<file path="src/rtl/m_alu_seq_if.sv">
// m_alu_seq_if: request/result handshake plus the ALU op-select and operand buses of m_alu_seq
interface m_alu_seq_if #(parameter int ALUWIDTH = 32);
  logic                start;
  logic [1:0]          op;
  logic [ALUWIDTH-1:0] opa;
  logic [ALUWIDTH-1:0] opb;
  logic                busy;
  logic                done;
  logic [ALUWIDTH-1:0] result;
  logic                cy;
  logic                alu_sa06;
  logic                alu_sa05;
  logic                alu_sa04;
  logic                alu_cin;
  logic [ALUWIDTH-1:0] alu_di;
  logic [ALUWIDTH-1:0] alu_adr;
  logic [ALUWIDTH-1:0] alu_qq;
  logic [ALUWIDTH-1:0] alu_b;
  logic                alu_cy;
  modport master (
    output start, op, opa, opb, alu_b, alu_cy,
    input  busy, done, result, cy, alu_sa06, alu_sa05, alu_sa04, alu_cin, alu_di, alu_adr, alu_qq
  );
  modport slave (
    input  start, op, opa, opb, alu_b, alu_cy,
    output busy, done, result, cy, alu_sa06, alu_sa05, alu_sa04, alu_cin, alu_di, alu_adr, alu_qq
  );
endinterface

</file>
<file path="src/rtl/m_alu_seq.sv">
// m_alu_seq: multi-cycle SLL/SUB/MUL/ADD sequencer driving the shared single-cycle ALU
module m_alu_seq #(
  parameter int ALUWIDTH = 32,
  parameter int CNTW     = 5
) (
  input logic         CLK_I,
  input logic         RST_I,
  m_alu_seq_if.slave  bus
);
  typedef enum logic [2:0] {IDLE, SLL, SUBINV, SUBADD, ADD1, MADD, MSHL, DONE} state_t;
  state_t              state_q, state_d;
  logic [ALUWIDTH-1:0] p_q, p_d, m_q, m_d, r_q, r_d, result_q, result_d;
  logic [CNTW-1:0]     c_q, c_d;
  logic                cy_q, cy_d, busy_q, busy_d, done_q, done_d;
  logic [2:0]          sa;
  logic                cin;
  logic [ALUWIDTH-1:0] di, adr, qq, r_sh;
  assign r_sh = r_q >> 1;
  always_comb begin
    sa  = 3'b001;
    cin = 1'b0;
    di  = '0;
    adr = '0;
    qq  = '0;
    case (state_q)
      SLL, MSHL: begin sa = 3'b101; di = '1; qq = m_q; end
      SUBINV:    begin sa = 3'b011; adr = r_q; end
      SUBADD:    begin sa = 3'b100; di = m_q; qq = p_q; cin = 1'b1; end
      ADD1:      begin sa = 3'b100; di = m_q; qq = r_q; end
      MADD:      begin sa = 3'b100; di = p_q; qq = m_q; end
      default:   ;
    endcase
  end
  always_comb begin
    state_d  = state_q;
    p_d      = p_q;
    m_d      = m_q;
    r_d      = r_q;
    c_d      = c_q;
    result_d = result_q;
    cy_d     = cy_q;
    case (state_q)
      IDLE: if (bus.start) begin
        m_d  = bus.opa;
        r_d  = bus.opb;
        p_d  = '0;
        c_d  = bus.opb[CNTW-1:0];
        cy_d = bus.op[0] ? cy_q : 1'b0;
        case (bus.op)
          2'b00: begin
            state_d  = (c_d == '0) ? DONE : SLL;
            result_d = (c_d == '0) ? bus.opa : result_q;
          end
          2'b01: state_d = SUBINV;
          2'b11: state_d = ADD1;
          default: begin
            state_d  = (bus.opb == '0) ? DONE : (bus.opb[0] ? MADD : MSHL);
            result_d = (bus.opb == '0) ? '0 : result_q;
          end
        endcase
      end
      SLL: begin
        m_d      = bus.alu_b;
        c_d      = c_q - CNTW'(1);
        state_d  = (c_q == CNTW'(1)) ? DONE : SLL;
        result_d = (c_q == CNTW'(1)) ? bus.alu_b : result_q;
      end
      SUBINV: begin
        p_d     = bus.alu_b;
        state_d = SUBADD;
      end
      SUBADD, ADD1: begin
        result_d = bus.alu_b;
        cy_d     = bus.alu_cy;
        state_d  = DONE;
      end
      MADD: begin
        p_d     = bus.alu_b;
        state_d = MSHL;
      end
      MSHL: begin
        m_d      = bus.alu_b;
        r_d      = r_sh;
        state_d  = (r_sh == '0) ? DONE : (r_sh[0] ? MADD : MSHL);
        result_d = (r_sh == '0) ? p_q : result_q;
      end
      default: state_d = IDLE;
    endcase
    busy_d = (state_d != IDLE) && (state_d != DONE);
    done_d = (state_d == DONE);
  end
  always_ff @(posedge CLK_I) begin
    if (RST_I) begin
      state_q  <= IDLE;
      p_q      <= '0;
      m_q      <= '0;
      r_q      <= '0;
      c_q      <= '0;
      result_q <= '0;
      cy_q     <= 1'b0;
      busy_q   <= 1'b0;
      done_q   <= 1'b0;
    end else begin
      state_q  <= state_d;
      p_q      <= p_d;
      m_q      <= m_d;
      r_q      <= r_d;
      c_q      <= c_d;
      result_q <= result_d;
      cy_q     <= cy_d;
      busy_q   <= busy_d;
      done_q   <= done_d;
    end
  end
  assign bus.busy    = busy_q;
  assign bus.done    = done_q;
  assign bus.result  = result_q;
  assign bus.cy      = cy_q;
  assign {bus.alu_sa06, bus.alu_sa05, bus.alu_sa04} = sa;
  assign bus.alu_cin = cin;
  assign bus.alu_di  = di;
  assign bus.alu_adr = adr;
  assign bus.alu_qq  = qq;
endmodule

</file>
<file path="src/flat_wrapper.sv">
// flat-port wrapper written by rule: the top's interface ports become plain ports
module m_alu_seq_flat 
#(
  parameter int ALUWIDTH = 32,
  parameter int CNTW     = 5
)
  (CLK_I, RST_I, bus_start, bus_op, bus_opa, bus_opb, bus_alu_b, bus_alu_cy, bus_busy, bus_done, bus_result, bus_cy, bus_alu_sa06, bus_alu_sa05, bus_alu_sa04, bus_alu_cin, bus_alu_di, bus_alu_adr, bus_alu_qq);
  m_alu_seq_if #(.ALUWIDTH(ALUWIDTH)) bus_i ();
  input logic CLK_I;
  input logic RST_I;
  input wire logic [$bits(bus_i.start)-1:0] bus_start;
  input wire logic [$bits(bus_i.op)-1:0] bus_op;
  input wire logic [$bits(bus_i.opa)-1:0] bus_opa;
  input wire logic [$bits(bus_i.opb)-1:0] bus_opb;
  input wire logic [$bits(bus_i.alu_b)-1:0] bus_alu_b;
  input wire logic [$bits(bus_i.alu_cy)-1:0] bus_alu_cy;
  output wire logic [$bits(bus_i.busy)-1:0] bus_busy;
  output wire logic [$bits(bus_i.done)-1:0] bus_done;
  output wire logic [$bits(bus_i.result)-1:0] bus_result;
  output wire logic [$bits(bus_i.cy)-1:0] bus_cy;
  output wire logic [$bits(bus_i.alu_sa06)-1:0] bus_alu_sa06;
  output wire logic [$bits(bus_i.alu_sa05)-1:0] bus_alu_sa05;
  output wire logic [$bits(bus_i.alu_sa04)-1:0] bus_alu_sa04;
  output wire logic [$bits(bus_i.alu_cin)-1:0] bus_alu_cin;
  output wire logic [$bits(bus_i.alu_di)-1:0] bus_alu_di;
  output wire logic [$bits(bus_i.alu_adr)-1:0] bus_alu_adr;
  output wire logic [$bits(bus_i.alu_qq)-1:0] bus_alu_qq;
  assign bus_i.start = bus_start;
  assign bus_i.op = bus_op;
  assign bus_i.opa = bus_opa;
  assign bus_i.opb = bus_opb;
  assign bus_i.alu_b = bus_alu_b;
  assign bus_i.alu_cy = bus_alu_cy;
  assign bus_busy = bus_i.busy;
  assign bus_done = bus_i.done;
  assign bus_result = bus_i.result;
  assign bus_cy = bus_i.cy;
  assign bus_alu_sa06 = bus_i.alu_sa06;
  assign bus_alu_sa05 = bus_i.alu_sa05;
  assign bus_alu_sa04 = bus_i.alu_sa04;
  assign bus_alu_cin = bus_i.alu_cin;
  assign bus_alu_di = bus_i.alu_di;
  assign bus_alu_adr = bus_i.alu_adr;
  assign bus_alu_qq = bus_i.alu_qq;
  m_alu_seq #(.ALUWIDTH(ALUWIDTH), .CNTW(CNTW)) u_core (.CLK_I(CLK_I), .RST_I(RST_I), .bus(bus_i));
endmodule
</file>
<file path="config.mk">
export PLATFORM = sky130hd
export DESIGN_NAME = m_alu_seq_flat
export DESIGN_NICKNAME = d
export VERILOG_FILES = /design/src/rtl/m_alu_seq_if.sv /design/src/rtl/m_alu_seq.sv /design/src/flat_wrapper.sv
export SDC_FILE = /design/constraint.sdc
export NUM_CORES = 1
export LEC_CHECK = 0
export ABC_AREA = 1
export ABC_CLOCK_PERIOD_IN_PS = 4300
export CORE_MARGIN = 1
export CORE_UTILIZATION = 52
export DETAILED_ROUTE_END_ITERATION = 16
export GPL_ROUTABILITY_DRIVEN = 0
export MAX_ROUTING_LAYER = met4
export PLACE_DENSITY_LB_ADDON = 0.05
export RECOVER_POWER = 25
export SLEW_MARGIN = 5
export SYNTH_ARGS = -nofsm -noshare
export SYNTH_HDL_FRONTEND = slang
export SYNTH_SLANG_ARGS = --single-unit
</file>
<file path="constraint.sdc">
create_clock -name CLK_I -period 4.3 [get_ports CLK_I]
set_input_delay 0.86 -clock CLK_I [delete_from_list [all_inputs] [get_ports CLK_I]]
set_output_delay 0.86 -clock CLK_I [all_outputs]
set_load 0.005 [all_outputs]
</file>
==> qor.txt <==
PwrDens - 697 mW/mm^2
Commonest non-fill, non-tap cell in the layout - nand2_1
Critical Path Start Type - flop
CP Capture Type - output port
Io pins - 237
Sequential Power Share - 26.7%
CP required - 3.44 ns
VDD IR max - 0.000465 V
DRT met1 WL - 11400 microns
Sequential-to-total area share from yosys stat - 35.5%
Hold Fails Final Rpt - 0
DP Area - 0.0102 sq mm
Max_slew headroom - 16.8%
Initial Utilization - 53.7%
Pre-antenna DRT Iters - 8
TritonCTS clock tree - built
Pint - 4.20 mW
Layout cell share with drive strength beyond 1 - 4.50%
Nets - 1536
Most frequent cells in the layout - nand2_1, nor2_1, clkdlybuf4s50_1, inv_1, dfxtp_1
Area contributors post-synth - dfxtp_1, nand2_1, nor2_1
Setup WS pre-CTS - 0.803 ns
Clock buffer depth - 2
R2R Path End - u_core.bus.result[13]
Sw power - 3.34 mW
Net Sw Frac - 44.3%
CTS Buf Count - 17
Post-Syn Area - 0.00783 sq mm
Initial antenna violation count - 0
WP data arrival - 2.99 ns
Clock sinks - 139
Die Ht - 125 microns
Core area - 0.0146 sq mm
Largest net degree at the start of global routing - 77
Hold Path Origin - u_core.c_q[4]
Reg2reg path depth - 13
Clock root cell - clkbuf_16
I/O Buffers - 236
Status - finished, final reports clean
Post_cts resized - 0
Initial DRC count - 1327
Clock Latency Late Sink - 0.43 ns
Reg2reg setup slack - 1.00 ns
YS warnings - 0
Final Cycle Share - 89.6%
Cells after Synth - 1245
Top layer in use - met4
Clk pin slew, worst setup/hold paths - 0.06 ns
Setup ws final - 0.447 ns
Crit path max fanout - 40
Post-DP HPWL - 19500 microns
Crit path kind - flop to output port
Routed WL - 28700 microns
Slew Viols, Final - 0
Hold buffers post-CTS - 0
First-pass GRT wire length - 44900 microns
Combinational group share of total power - 53.0%
Rows - 44
Number of vias per cell - 5.81
DRC Markers - 0
Post-route ant nets - 0
Top cell type's share of synthesized area - 35.5%
Met3 WL - 3440 microns
Total global routing track utilization - 37.1%
Clk_skew - 0.00973 ns
RSZ-0062 raised after global routing - false
Hold Path Depth - 2
Synth area leader - dfxtp_1
Metal2 WL - 12900 microns
Postcts setup bufs - 0
Setup TNS - 0 ns
Seq cells post-synth - 139
ANT cells - 0
Die width - 125 microns
Net count after synthesis - 1349
Final Core Density - 74.1%
WHS Endpoint - u_core.c_q[4]
Final setup violation count - 0
Max Clk Rate - 0.260 GHz
Leak pwr - 4.41 nW
Syn avg cell area - 6.29 sq um
DR WL/cell - 17.6 microns
Vias in the first global route - 8738
Minimum clock period - 3.85 ns
Synth-to-layout area growth - 38.1%
Full die area - 0.0156 sq mm
Critical R2R Launch - u_core.state_q[0]
Post-synthesis cell type count - 28
Measured slew at the worst slew-check pin - 1.25 ns
GRT overflow - 0
Final instance area - 0.0108 sq mm
Via count - 9459
Layout fillers - 1236
H-Tree Depth - 4
Max Cap Viol - 0
Hold crit path type - flop to flop
Clock network power share - 20.3%
==> how the worst max path moves through the flow <==
stage,from,endpoint
final,u_core.state_q[1],bus_alu_di[16]
after global routing,u_core.state_q[1],bus_alu_di[16]
after CTS,u_core.state_q[1],bus_alu_di[16]
after detailed placement,bus_start,u_core.m_q[21]
after global placement,bus_start,u_core.m_q[20]
after floorplan,u_core.state_q[1],bus_alu_di[26]
==> power groups by stage <==
stage / clock network [mW] / registers [mW] / logic (mW)
after floorplan: 0 / 1.97 / 2.36
after global placement: 0 / 2.02 / 3.85
after detailed placement: 0 / 2.02 / 3.92
after CTS: 1.54 / 2.01 / 3.96
after global routing: 1.60 / 2.06 / 4.33
final: 1.53 / 2.02 / 3.99
==> area by class of cell <==
cell class                 instances  area, sq um  share of cell area [%]
timing repair buffer             254         2500                    23.1
clock buffer                      18          429                    3.97
multi-input combinational        853         4060                    37.5
clock inverter                    14          184                    1.70
sequential                       139         2780                    25.7
inverter                         167          627                    5.80
tap                              184          230                    2.13
==> Yosys cell counts <==
library cell and instances:
a21oi_1 15, a21oi_2 1, a22oi_1 5, a31oi_1 56
buf_1 2, buf_2 29, buf_4 1, clkbuf_1 54
dfxtp_1 139, ha_1 2, inv_1 163, inv_2 4
nand2_1 259, nand2_2 3, nand3_1 42, nand3_2 1
nand4_1 4, nor2_1 252, nor2_2 3, nor2_4 1
nor2_8 1, nor3_1 1, o211ai_1 20, o21ai_0 79
o221ai_1 39, o22ai_1 66, or2_2 1, xor2_1 2
==> worst max-delay path, stage by stage, from the launching register on <==
cell and delay (ns):
dfxtp_1 0.33, inv_1 0.10, nor2_1 0.08, nand2_2 0.32, nand2_1 0.15, inv_2 0.41
buf_4 0.49, o211ai_1 0.20, clkdlybuf4s50_1 0.49
==> flip-flops by register name (all words and copies together) (netlist names) <==
register and cells:
u_core.bus.busy 1, u_core.bus.cy 1, u_core.bus.done 1, u_core.bus.result 32, u_core.c_q 5, u_core.m_q 32
u_core.p_q 32, u_core.r_q 32, u_core.state_q 3
==> per-layer routing <==
| layer | global-route usage (%) | vias up |
|---|---|---|
| li1 | - | 4460 |
| met1 | 46.1 | 4266 |
| met2 | 56.6 | 640 |
| met3 | 9.84 | 93 |
| met4 | 15.7 | 0 |
| met5 | - | - |
==> through the flow <==
| stage | hold slack (ns) | power (mW) | std cells |
|---|---|---|---|
| 2_1_floorplan | 0.444 | 4.33 | 1245 |
| 3_3_place_gp | 0.455 | 5.87 | 1597 |
| 3_5_place_dp | 0.460 | 5.95 | 1597 |
| 4_1_cts | 0.468 | 7.50 | 1629 |
| 5_1_grt | 0.483 | 7.99 | 1629 |
| 6_report | 0.466 | 7.54 | 1629 |
==> cells by family after synthesis <==
family | share of synthesized area, %
DFF | 35.5
xor gates and xnor gates | 0.224
and+or+nand+nor | 28.7
AOI/OAI and AO/OA | 22.6
adders and majority gates | 0.320
buffers and inverters | 12.6
Power figures use the tool's default switching activity.
